--- config.mk ---
export PLATFORM = sky130hd
export DESIGN_NAME = tl_ul_a_arbiter_flat
export DESIGN_NICKNAME = d
export VERILOG_FILES = /design/src/rtl/tl_ul_a_arbiter_pkg.sv /design/src/rtl/tl_ul_a_arbiter_if.sv /design/src/rtl/tl_ul_a_arbiter_outst_ctr.sv /design/src/rtl/tl_ul_a_arbiter.sv /design/src/flat_wrapper.sv
export SDC_FILE = /design/constraint.sdc
export NUM_CORES = 1
export LEC_CHECK = 0
export CORE_AREA = 3 3 129 131
export CTS_BUF_LIST = sky130_fd_sc_hd__clkbuf_4
export DETAILED_ROUTE_END_ITERATION = 8
export DIE_AREA = 0 0 132 134
export GPL_TIMING_DRIVEN = 0
export PLACE_DENSITY_LB_ADDON = 0.12
export RECOVER_POWER = 25
export SYNTH_ARGS = -nofsm -noshare
export SYNTH_HDL_FRONTEND = slang
export SYNTH_SLANG_ARGS = --single-unit
export TNS_END_PERCENT = 10
--- constraint.sdc ---
create_clock -name clock -period 5.6 [get_ports clock]
set_input_delay 0.56 -clock clock [delete_from_list [all_inputs] [get_ports clock]]
set_output_delay 0.56 -clock clock [all_outputs]
set_load 0.02 [all_outputs]
--- src/rtl/tl_ul_a_arbiter_pkg.sv ---
// Shared TL-UL constants, arbiter state type and beat-count helper.
package tl_ul_arb_pkg;

   localparam logic [2:0] PUT_FULL    = 3'd0;
   localparam logic [2:0] PUT_PARTIAL = 3'd1;
   localparam logic [2:0] GET         = 3'd4;
   localparam logic [2:0] ACK         = 3'd0;
   localparam logic [2:0] ACK_DATA    = 3'd1;

   typedef enum logic {
      IDLE  = 1'b0,
      BURST = 1'b1
   } arb_state_e;

   // Number of 32-bit beats a message of 2**size bytes occupies (1..32).
   function automatic logic [5:0] beats_of(input logic [2:0] size);
      if (size <= 3'd2) begin
         return 6'd1;
      end
      return 6'd1 << (size - 3'd2);
   endfunction

endpackage

--- src/rtl/tl_ul_a_arbiter_if.sv ---
// Bundle of both client ports plus the shared manager port.
// slave  : the arbiter's view
// master : the surrounding clients/manager view
interface tl_ul_a_arbiter_if #(
   parameter int SRC_W  = 4,
   parameter int ADDR_W = 32
);
   logic [1:0]             c_a_valid;
   logic [1:0]             c_a_ready;
   logic [1:0][2:0]        c_a_opcode;
   logic [1:0][2:0]        c_a_size;
   logic [1:0][SRC_W-1:0]  c_a_source;
   logic [1:0][ADDR_W-1:0] c_a_address;
   logic [1:0][3:0]        c_a_mask;
   logic [1:0][31:0]       c_a_data;

   logic                   m_a_valid;
   logic                   m_a_ready;
   logic [2:0]             m_a_opcode;
   logic [2:0]             m_a_size;
   logic [SRC_W:0]         m_a_source;
   logic [ADDR_W-1:0]      m_a_address;
   logic [3:0]             m_a_mask;
   logic [31:0]            m_a_data;

   logic                   m_d_valid;
   logic                   m_d_ready;
   logic [2:0]             m_d_opcode;
   logic [2:0]             m_d_size;
   logic [SRC_W:0]         m_d_source;
   logic                   m_d_denied;
   logic [31:0]            m_d_data;

   logic [1:0]             c_d_valid;
   logic [1:0]             c_d_ready;
   logic [2:0]             c_d_opcode;
   logic [2:0]             c_d_size;
   logic [SRC_W-1:0]       c_d_source;
   logic                   c_d_denied;
   logic [31:0]            c_d_data;

   modport slave (
      input  c_a_valid, c_a_opcode, c_a_size, c_a_source, c_a_address, c_a_mask, c_a_data,
      output c_a_ready,
      output m_a_valid, m_a_opcode, m_a_size, m_a_source, m_a_address, m_a_mask, m_a_data,
      input  m_a_ready,
      input  m_d_valid, m_d_opcode, m_d_size, m_d_source, m_d_denied, m_d_data,
      output m_d_ready,
      output c_d_valid, c_d_opcode, c_d_size, c_d_source, c_d_denied, c_d_data,
      input  c_d_ready
   );

   modport master (
      output c_a_valid, c_a_opcode, c_a_size, c_a_source, c_a_address, c_a_mask, c_a_data,
      input  c_a_ready,
      input  m_a_valid, m_a_opcode, m_a_size, m_a_source, m_a_address, m_a_mask, m_a_data,
      output m_a_ready,
      output m_d_valid, m_d_opcode, m_d_size, m_d_source, m_d_denied, m_d_data,
      input  m_d_ready,
      input  c_d_valid, c_d_opcode, c_d_size, c_d_source, c_d_denied, c_d_data,
      output c_d_ready
   );

endinterface

--- src/rtl/tl_ul_a_arbiter_outst_ctr.sv ---
// Per-client in-flight transaction counter with limit flag.
// Simultaneous inc/dec nets to zero; the count never wraps either way.
module tl_ul_outst_ctr #(
   parameter int MAX_OUTST = 4
) (
   input  logic       clock,
   input  logic       reset_n,
   input  logic       inc_i,
   input  logic       dec_i,
   output logic [3:0] cnt_o,
   output logic       full_o
);

   localparam logic [3:0] LIMIT = 4'(MAX_OUTST);

   logic [3:0] cnt_q, cnt_d;

   // Next count: saturate at the limit, floor at zero.
   always_comb begin
      cnt_d = cnt_q;
      if (inc_i && !dec_i && (cnt_q < LIMIT)) begin
         cnt_d = cnt_q + 4'd1;
      end else if (dec_i && !inc_i && (cnt_q != 4'd0)) begin
         cnt_d = cnt_q - 4'd1;
      end
   end

   // Count register.
   always_ff @(posedge clock) begin
      if (!reset_n) begin
         cnt_q <= 4'd0;
      end else begin
         cnt_q <= cnt_d;
      end
   end

   assign cnt_o  = cnt_q;
   assign full_o = (cnt_q >= LIMIT);

endmodule

--- src/rtl/tl_ul_a_arbiter.sv ---
// Two-client TL-UL arbiter onto one manager port: round-robin A channel with
// Put-burst locking, client tag in the source MSB, D routed back by that tag.
// Optional build macro TL_ARB_PERF_EN adds per-client grant/stall counters.
//
// state | meaning
// IDLE  | arbitrating first beats between eligible clients
// BURST | multi-beat Put in progress, lock_owner muxed until last beat
module tl_ul_a_arbiter
   import tl_ul_arb_pkg::*;
#(
   parameter int SRC_W     = 4,
   parameter int MAX_OUTST = 4,
   parameter int ADDR_W    = 32
) (
   input  logic                clock,
   input  logic                reset_n,
   tl_ul_a_arbiter_if.slave    bus
`ifdef TL_ARB_PERF_EN
   ,
   output logic [1:0][31:0]    perf_grant_cnt,
   output logic [1:0][31:0]    perf_stall_cnt
`endif
);

   arb_state_e state_q, state_d;
   logic       rr_q, rr_d;
   logic       lock_q, lock_d;
   logic [5:0] beat_q, beat_d;
   logic [5:0] d_beat_q, d_beat_d;

   logic       g;
   logic       a_valid;
   logic       a_fire;
   logic       first_fire;
   logic [1:0] elig;
   logic [1:0] full;
   logic [1:0] inc;
   logic [1:0] dec;
   logic [3:0] cnt [2];

   logic       t;
   logic       d_valid;
   logic       d_ready;
   logic       d_fire;
   logic       d_last;
   logic [5:0] d_beats;

   for (genvar i = 0; i < 2; i++) begin : g_ctr
      tl_ul_outst_ctr #(.MAX_OUTST(MAX_OUTST)) u_ctr (
         .clock   (clock),
         .reset_n (reset_n),
         .inc_i   (inc[i]),
         .dec_i   (dec[i]),
         .cnt_o   (cnt[i]),
         .full_o  (full[i])
      );
      assign inc[i] = first_fire && (g == 1'(i));
      assign dec[i] = d_fire && d_last && (t == 1'(i));
   end

   assign elig = bus.c_a_valid & ~full;

   // A-channel grant, burst tracking and next-state.
   always_comb begin
      state_d    = state_q;
      rr_d       = rr_q;
      lock_d     = lock_q;
      beat_d     = beat_q;
      g          = rr_q;
      a_valid    = 1'b0;
      first_fire = 1'b0;
      case (state_q)
         IDLE: begin
            g       = (elig[0] && elig[1]) ? rr_q : elig[1];
            a_valid = |elig;
         end
         BURST: begin
            g       = lock_q;
            a_valid = bus.c_a_valid[lock_q];
         end
         default: ;
      endcase
      if (!reset_n) begin
         a_valid = 1'b0;
      end
      a_fire = a_valid && bus.m_a_ready;
      if (a_fire) begin
         if (state_q == IDLE) begin
            first_fire = 1'b1;
            rr_d       = ~g;
            if (((bus.c_a_opcode[g] == PUT_FULL) || (bus.c_a_opcode[g] == PUT_PARTIAL)) &&
                (bus.c_a_size[g] > 3'd2)) begin
               beat_d  = beats_of(bus.c_a_size[g]) - 6'd1;
               lock_d  = g;
               state_d = BURST;
            end
         end else begin
            beat_d = beat_q - 6'd1;
            if (beat_q == 6'd1) begin
               state_d = IDLE;
            end
         end
      end
   end

   // D-channel routing and multi-beat response tracking.
   always_comb begin
      t        = bus.m_d_source[SRC_W];
      d_valid  = reset_n && bus.m_d_valid;
      d_ready  = reset_n && bus.c_d_ready[t];
      d_fire   = d_valid && d_ready;
      d_beats  = beats_of(bus.m_d_size);
      d_last   = (bus.m_d_opcode != ACK_DATA) || (d_beats == 6'd1) ||
                 (d_beat_q == (d_beats - 6'd1));
      d_beat_d = d_beat_q;
      if (d_fire) begin
         d_beat_d = d_last ? 6'd0 : (d_beat_q + 6'd1);
      end
   end

   // State registers.
   always_ff @(posedge clock) begin
      if (!reset_n) begin
         state_q  <= IDLE;
         rr_q     <= 1'b0;
         lock_q   <= 1'b0;
         beat_q   <= 6'd0;
         d_beat_q <= 6'd0;
      end else begin
         state_q  <= state_d;
         rr_q     <= rr_d;
         lock_q   <= lock_d;
         beat_q   <= beat_d;
         d_beat_q <= d_beat_d;
      end
   end

   assign bus.m_a_valid   = a_valid;
   assign bus.c_a_ready   = a_valid ? (2'(bus.m_a_ready) << g) : 2'b00;
   assign bus.m_a_opcode  = a_valid ? bus.c_a_opcode[g]      : '0;
   assign bus.m_a_size    = a_valid ? bus.c_a_size[g]        : '0;
   assign bus.m_a_source  = a_valid ? {g, bus.c_a_source[g]} : '0;
   assign bus.m_a_address = a_valid ? bus.c_a_address[g]     : '0;
   assign bus.m_a_mask    = a_valid ? bus.c_a_mask[g]        : '0;
   assign bus.m_a_data    = a_valid ? bus.c_a_data[g]        : '0;

   assign bus.m_d_ready   = d_ready;
   assign bus.c_d_valid   = d_valid ? (2'b01 << t) : 2'b00;
   assign bus.c_d_opcode  = d_valid ? bus.m_d_opcode             : '0;
   assign bus.c_d_size    = d_valid ? bus.m_d_size               : '0;
   assign bus.c_d_source  = d_valid ? bus.m_d_source[SRC_W-1:0]  : '0;
   assign bus.c_d_denied  = d_valid ? bus.m_d_denied             : 1'b0;
   assign bus.c_d_data    = d_valid ? bus.m_d_data               : '0;

   // A completed response must belong to a client with something in flight.
   a_no_orphan_d0: assert property (@(posedge clock) disable iff (!reset_n)
      !(dec[0] && (cnt[0] == 4'd0)));
   a_no_orphan_d1: assert property (@(posedge clock) disable iff (!reset_n)
      !(dec[1] && (cnt[1] == 4'd0)));

`ifdef TL_ARB_PERF_EN
   logic [1:0][31:0] grant_q;
   logic [1:0][31:0] stall_q;

   // Saturating first-beat grant and stall counters per client.
   always_ff @(posedge clock) begin
      if (!reset_n) begin
         grant_q <= '0;
         stall_q <= '0;
      end else begin
         for (int i = 0; i < 2; i++) begin
            if (inc[i] && (grant_q[i] != 32'hFFFF_FFFF)) begin
               grant_q[i] <= grant_q[i] + 32'd1;
            end
            if (bus.c_a_valid[i] && !(a_fire && (g == 1'(i))) &&
                (stall_q[i] != 32'hFFFF_FFFF)) begin
               stall_q[i] <= stall_q[i] + 32'd1;
            end
         end
      end
   end

   assign perf_grant_cnt = grant_q;
   assign perf_stall_cnt = stall_q;
`endif

endmodule

--- src/flat_wrapper.sv ---
// flat-port wrapper written by rule: the top's interface ports become plain ports
module tl_ul_a_arbiter_flat import tl_ul_arb_pkg::*;
#(
   parameter int SRC_W     = 4,
   parameter int MAX_OUTST = 4,
   parameter int ADDR_W    = 32
)
  (clock, reset_n, bus_c_a_valid, bus_c_a_opcode, bus_c_a_size, bus_c_a_source, bus_c_a_address, bus_c_a_mask, bus_c_a_data, bus_c_a_ready, bus_m_a_valid, bus_m_a_opcode, bus_m_a_size, bus_m_a_source, bus_m_a_address, bus_m_a_mask, bus_m_a_data, bus_m_a_ready, bus_m_d_valid, bus_m_d_opcode, bus_m_d_size, bus_m_d_source, bus_m_d_denied, bus_m_d_data, bus_m_d_ready, bus_c_d_valid, bus_c_d_opcode, bus_c_d_size, bus_c_d_source, bus_c_d_denied, bus_c_d_data, bus_c_d_ready);
  tl_ul_a_arbiter_if #(.SRC_W(SRC_W), .ADDR_W(ADDR_W)) bus_i ();
  input  logic clock;
  input  logic reset_n;
  input wire logic [$bits(bus_i.c_a_valid)-1:0] bus_c_a_valid;
  input wire logic [$bits(bus_i.c_a_opcode)-1:0] bus_c_a_opcode;
  input wire logic [$bits(bus_i.c_a_size)-1:0] bus_c_a_size;
  input wire logic [$bits(bus_i.c_a_source)-1:0] bus_c_a_source;
  input wire logic [$bits(bus_i.c_a_address)-1:0] bus_c_a_address;
  input wire logic [$bits(bus_i.c_a_mask)-1:0] bus_c_a_mask;
  input wire logic [$bits(bus_i.c_a_data)-1:0] bus_c_a_data;
  output wire logic [$bits(bus_i.c_a_ready)-1:0] bus_c_a_ready;
  output wire logic [$bits(bus_i.m_a_valid)-1:0] bus_m_a_valid;
  output wire logic [$bits(bus_i.m_a_opcode)-1:0] bus_m_a_opcode;
  output wire logic [$bits(bus_i.m_a_size)-1:0] bus_m_a_size;
  output wire logic [$bits(bus_i.m_a_source)-1:0] bus_m_a_source;
  output wire logic [$bits(bus_i.m_a_address)-1:0] bus_m_a_address;
  output wire logic [$bits(bus_i.m_a_mask)-1:0] bus_m_a_mask;
  output wire logic [$bits(bus_i.m_a_data)-1:0] bus_m_a_data;
  input wire logic [$bits(bus_i.m_a_ready)-1:0] bus_m_a_ready;
  input wire logic [$bits(bus_i.m_d_valid)-1:0] bus_m_d_valid;
  input wire logic [$bits(bus_i.m_d_opcode)-1:0] bus_m_d_opcode;
  input wire logic [$bits(bus_i.m_d_size)-1:0] bus_m_d_size;
  input wire logic [$bits(bus_i.m_d_source)-1:0] bus_m_d_source;
  input wire logic [$bits(bus_i.m_d_denied)-1:0] bus_m_d_denied;
  input wire logic [$bits(bus_i.m_d_data)-1:0] bus_m_d_data;
  output wire logic [$bits(bus_i.m_d_ready)-1:0] bus_m_d_ready;
  output wire logic [$bits(bus_i.c_d_valid)-1:0] bus_c_d_valid;
  output wire logic [$bits(bus_i.c_d_opcode)-1:0] bus_c_d_opcode;
  output wire logic [$bits(bus_i.c_d_size)-1:0] bus_c_d_size;
  output wire logic [$bits(bus_i.c_d_source)-1:0] bus_c_d_source;
  output wire logic [$bits(bus_i.c_d_denied)-1:0] bus_c_d_denied;
  output wire logic [$bits(bus_i.c_d_data)-1:0] bus_c_d_data;
  input wire logic [$bits(bus_i.c_d_ready)-1:0] bus_c_d_ready;
  assign bus_i.c_a_valid = bus_c_a_valid;
  assign bus_i.c_a_opcode = bus_c_a_opcode;
  assign bus_i.c_a_size = bus_c_a_size;
  assign bus_i.c_a_source = bus_c_a_source;
  assign bus_i.c_a_address = bus_c_a_address;
  assign bus_i.c_a_mask = bus_c_a_mask;
  assign bus_i.c_a_data = bus_c_a_data;
  assign bus_c_a_ready = bus_i.c_a_ready;
  assign bus_m_a_valid = bus_i.m_a_valid;
  assign bus_m_a_opcode = bus_i.m_a_opcode;
  assign bus_m_a_size = bus_i.m_a_size;
  assign bus_m_a_source = bus_i.m_a_source;
  assign bus_m_a_address = bus_i.m_a_address;
  assign bus_m_a_mask = bus_i.m_a_mask;
  assign bus_m_a_data = bus_i.m_a_data;
  assign bus_i.m_a_ready = bus_m_a_ready;
  assign bus_i.m_d_valid = bus_m_d_valid;
  assign bus_i.m_d_opcode = bus_m_d_opcode;
  assign bus_i.m_d_size = bus_m_d_size;
  assign bus_i.m_d_source = bus_m_d_source;
  assign bus_i.m_d_denied = bus_m_d_denied;
  assign bus_i.m_d_data = bus_m_d_data;
  assign bus_m_d_ready = bus_i.m_d_ready;
  assign bus_c_d_valid = bus_i.c_d_valid;
  assign bus_c_d_opcode = bus_i.c_d_opcode;
  assign bus_c_d_size = bus_i.c_d_size;
  assign bus_c_d_source = bus_i.c_d_source;
  assign bus_c_d_denied = bus_i.c_d_denied;
  assign bus_c_d_data = bus_i.c_d_data;
  assign bus_i.c_d_ready = bus_c_d_ready;
  tl_ul_a_arbiter #(.SRC_W(SRC_W), .MAX_OUTST(MAX_OUTST), .ADDR_W(ADDR_W)) u_core (.clock(clock), .reset_n(reset_n), .bus(bus_i));
endmodule
==> qor.txt <==
Status: complete, no violations
Post-synth EDFFs: 0
Unrepaired setup endpoints after global routing: false
Final hold slack: 0.512 ns
PwrDens: 262 mW/mm²
Input/output buffers: 334
Final WL: 19.6 mm
YS warnings: 0
Core area: 0.0157 mm²
PostCTS Resize Cnt: 0
Cell count after synthesis: 546
Worst-path clk slew: 0.13 ns
Yosys cell types: 50
Area occupied by multi-input gates: 0.00258 mm²
Area growth syn-to-layout: 112%
Overall Global Routing Usage: 0.207
Slew HR: 0.520
CP Max Fanout: 10
Worst-margin pin slew: 0.715 ns
Synthesized cell area: 0.00325 mm²
Worst Path Class, Setup: in2out
Vias: 4891
Most common library cell in the layout ignoring fill and taps: clkdlybuf4s50_1
Final min period: 4.82 ns
Die Y: 134 µm
Type of origin of the critical path: input port
Clock Skews: 0.0143 ns
CTS root buffer: clkbuf_4
Fin. Hold Viols: 0
Initial antenna violation count: 2
Vias in the first global route: 4733
ANT nets after route: 0
RePlAce Congestion: 0.851
Die width: 132 µm
Clock Sink Count: 23
Final Net Count: 1109
Predominant post-synthesis flop cell: dfxtp_1
Cell Rows: 46
Initial core utilization: 0.207
Largest net degree at the start of global routing: 14
TritonCTS clock tree: yes
Synthesized area per cell: 5.96 µm²
Syn_nets: 770
Via density: 4.44
Wire length per cell: 17.8 µm
Place WS: 0.584 ns
CP Data Arrival Time: 4.26 ns
Setup-violating endpoint count in the final report: 0
Final worst-path setup slack: 0.777 ns
CTS H-tree lvls: 1
Clk_lat worst skew: 0.33 ns
HP Class: reg2reg
Most frequent cells in the layout: 297 x clkdlybuf4s50_1, 178 x nand2_1, 85 x a21oi_1, 41 x and3_1
Drt first pass iters: 5
Crit. End Element: primary output
Static Leak: 0.00290 µW
Total Die Area: 0.0177 mm²
# hold bufs at CTS: 0
Max Cap Violations: 0
DRC: 0
Overall power after layout: 1810 µW
Fmax: 0.207 GHz
FF+latch area: 460 µm²
1st-iter DRT viols: 309
Dpl hpwl: 16.5 mm
Internal reg-to-reg setup slack: 2.31 ns
Num CTS Buffers: 3
Slew Limit Fails: 0
Layout cells sized above 1: 0.0170
Worst VDD drop: 0.000207 V
Async SR Flop Fraction: 0
Flops & latches, synth: 23
Sequential share of the synthesized area: 0.142
TNS Setup: 0 ns
Setup Buffers After CTS: 0
Fillers: 1642
Overflow after GRT: 0
Share of the cycle needed by the critical path after routing: 0.861
Critical Path RT: 5.04 ns
First-pass GRT wire length: 29.3 mm
I/O Pins: 336
CTS Buffer Depth: 2
## worst max-delay path: stages
cell             delay, ns
clkdlybuf4s50_1       0.53
nor4b_1               0.49
o21a_1                0.19
buf_6                 0.13
clkbuf_1              0.47
clkbuf_1              0.45
buf_1                 0.47
nand2_1               0.10
a21oi_1               0.20
clkdlybuf4s50_1       0.66
## registers in the layout, indices dropped and copies added, names as in the netlist
name / cells
u_core.rr_q: 1
u_core.beat_q: 6
u_core.g_ctr.u_ctr.cnt_o: 8
u_core.state_q: 1
u_core.d_beat_q: 6
u_core.lock_q: 1
## stage by stage
stage / cells / instance area [µm²] / util
floorplan: 546 / 3250 / -
global placement: 1096 / 6870 / 0.437
detailed placement: 1096 / 6870 / 0.437
CTS: 1100 / 6890 / 0.439
global route: 1101 / 6900 / 0.439
finish: 1101 / 6900 / 0.439
## cells in the mapped netlist, drive strengths merged, types with 3 or more instances
cell type,count,area share
or3,3,0.0058
and3,41,0.079
buf,3,0.0062
ha,14,0.054
a21o,3,0.0069
a31oi,3,0.0058
xnor2,10,0.027
nor2,38,0.045
nor4,5,0.0096
nor3,6,0.0092
inv,16,0.018
xor2,6,0.016
clkbuf,35,0.040
nor4b,3,0.0081
o21ai,14,0.022
a21oi,86,0.14
nand2,178,0.21
nand3,8,0.012
mux2i,14,0.043
nand2b,3,0.0058
nand4,3,0.0058
dfxtp,23,0.14
## power by group
part,switching (µW),internal [µW],total [µW]
combinational,843,651,1490
sequential,39.1,192,231
clock,55.9,26.8,82.7
total,938,870,1810
## cells by family after synthesis
logic type | share of synthesized area
AO/OA/AOI/OAI | 0.222
flip-flops | 0.142
XOR/XNOR | 0.0431
AND/OR/NAND/NOR | 0.405
multiplexers | 0.0581
buffers and inverters | 0.0650
adder cells (fa/ha/maj) | 0.0662
## path summary, 6_finish.rpt
| kind | start | end | cells past startpoint |
|---|---|---|---|
| setup / recovery | bus_c_a_valid[0] | bus_m_a_address[25] | 10 |
| hold / removal | u_core.beat_q[1]$_SDFFE_PN0P_ | u_core.beat_q[1]$_SDFFE_PN0P_ | 2 |
| setup reg to reg | u_core.g_ctr[0].u_ctr.cnt_o[2]$_SDFFE_PN0P_ | u_core.beat_q[4]$_SDFFE_PN0P_ | 12 |
| hold reg to reg | u_core.beat_q[1]$_SDFFE_PN0P_ | u_core.beat_q[1]$_SDFFE_PN0P_ | 2 |
## area by class of cell
class,count,share of cell area
timing repair buffer,334,0.485
multi-input combinational,469,0.374
sequential,23,0.0668
tap,216,0.0392
buffer,38,0.0220
inverter,16,0.00871
clock buffer,3,0.00327
clock inverter,1,0.000726
antenna,1,0.000363
## metal layers
layer	GRT usage	routed length (µm)	vias to the layer above
met1	0.276	8810	2167
li1	-	-	2543
met2	0.347	9380	163
met4	0.0356	272	2
met5	0	13	-
met3	0.0469	1150	16
No activity file was read; power rests on OpenSTA's default activity.
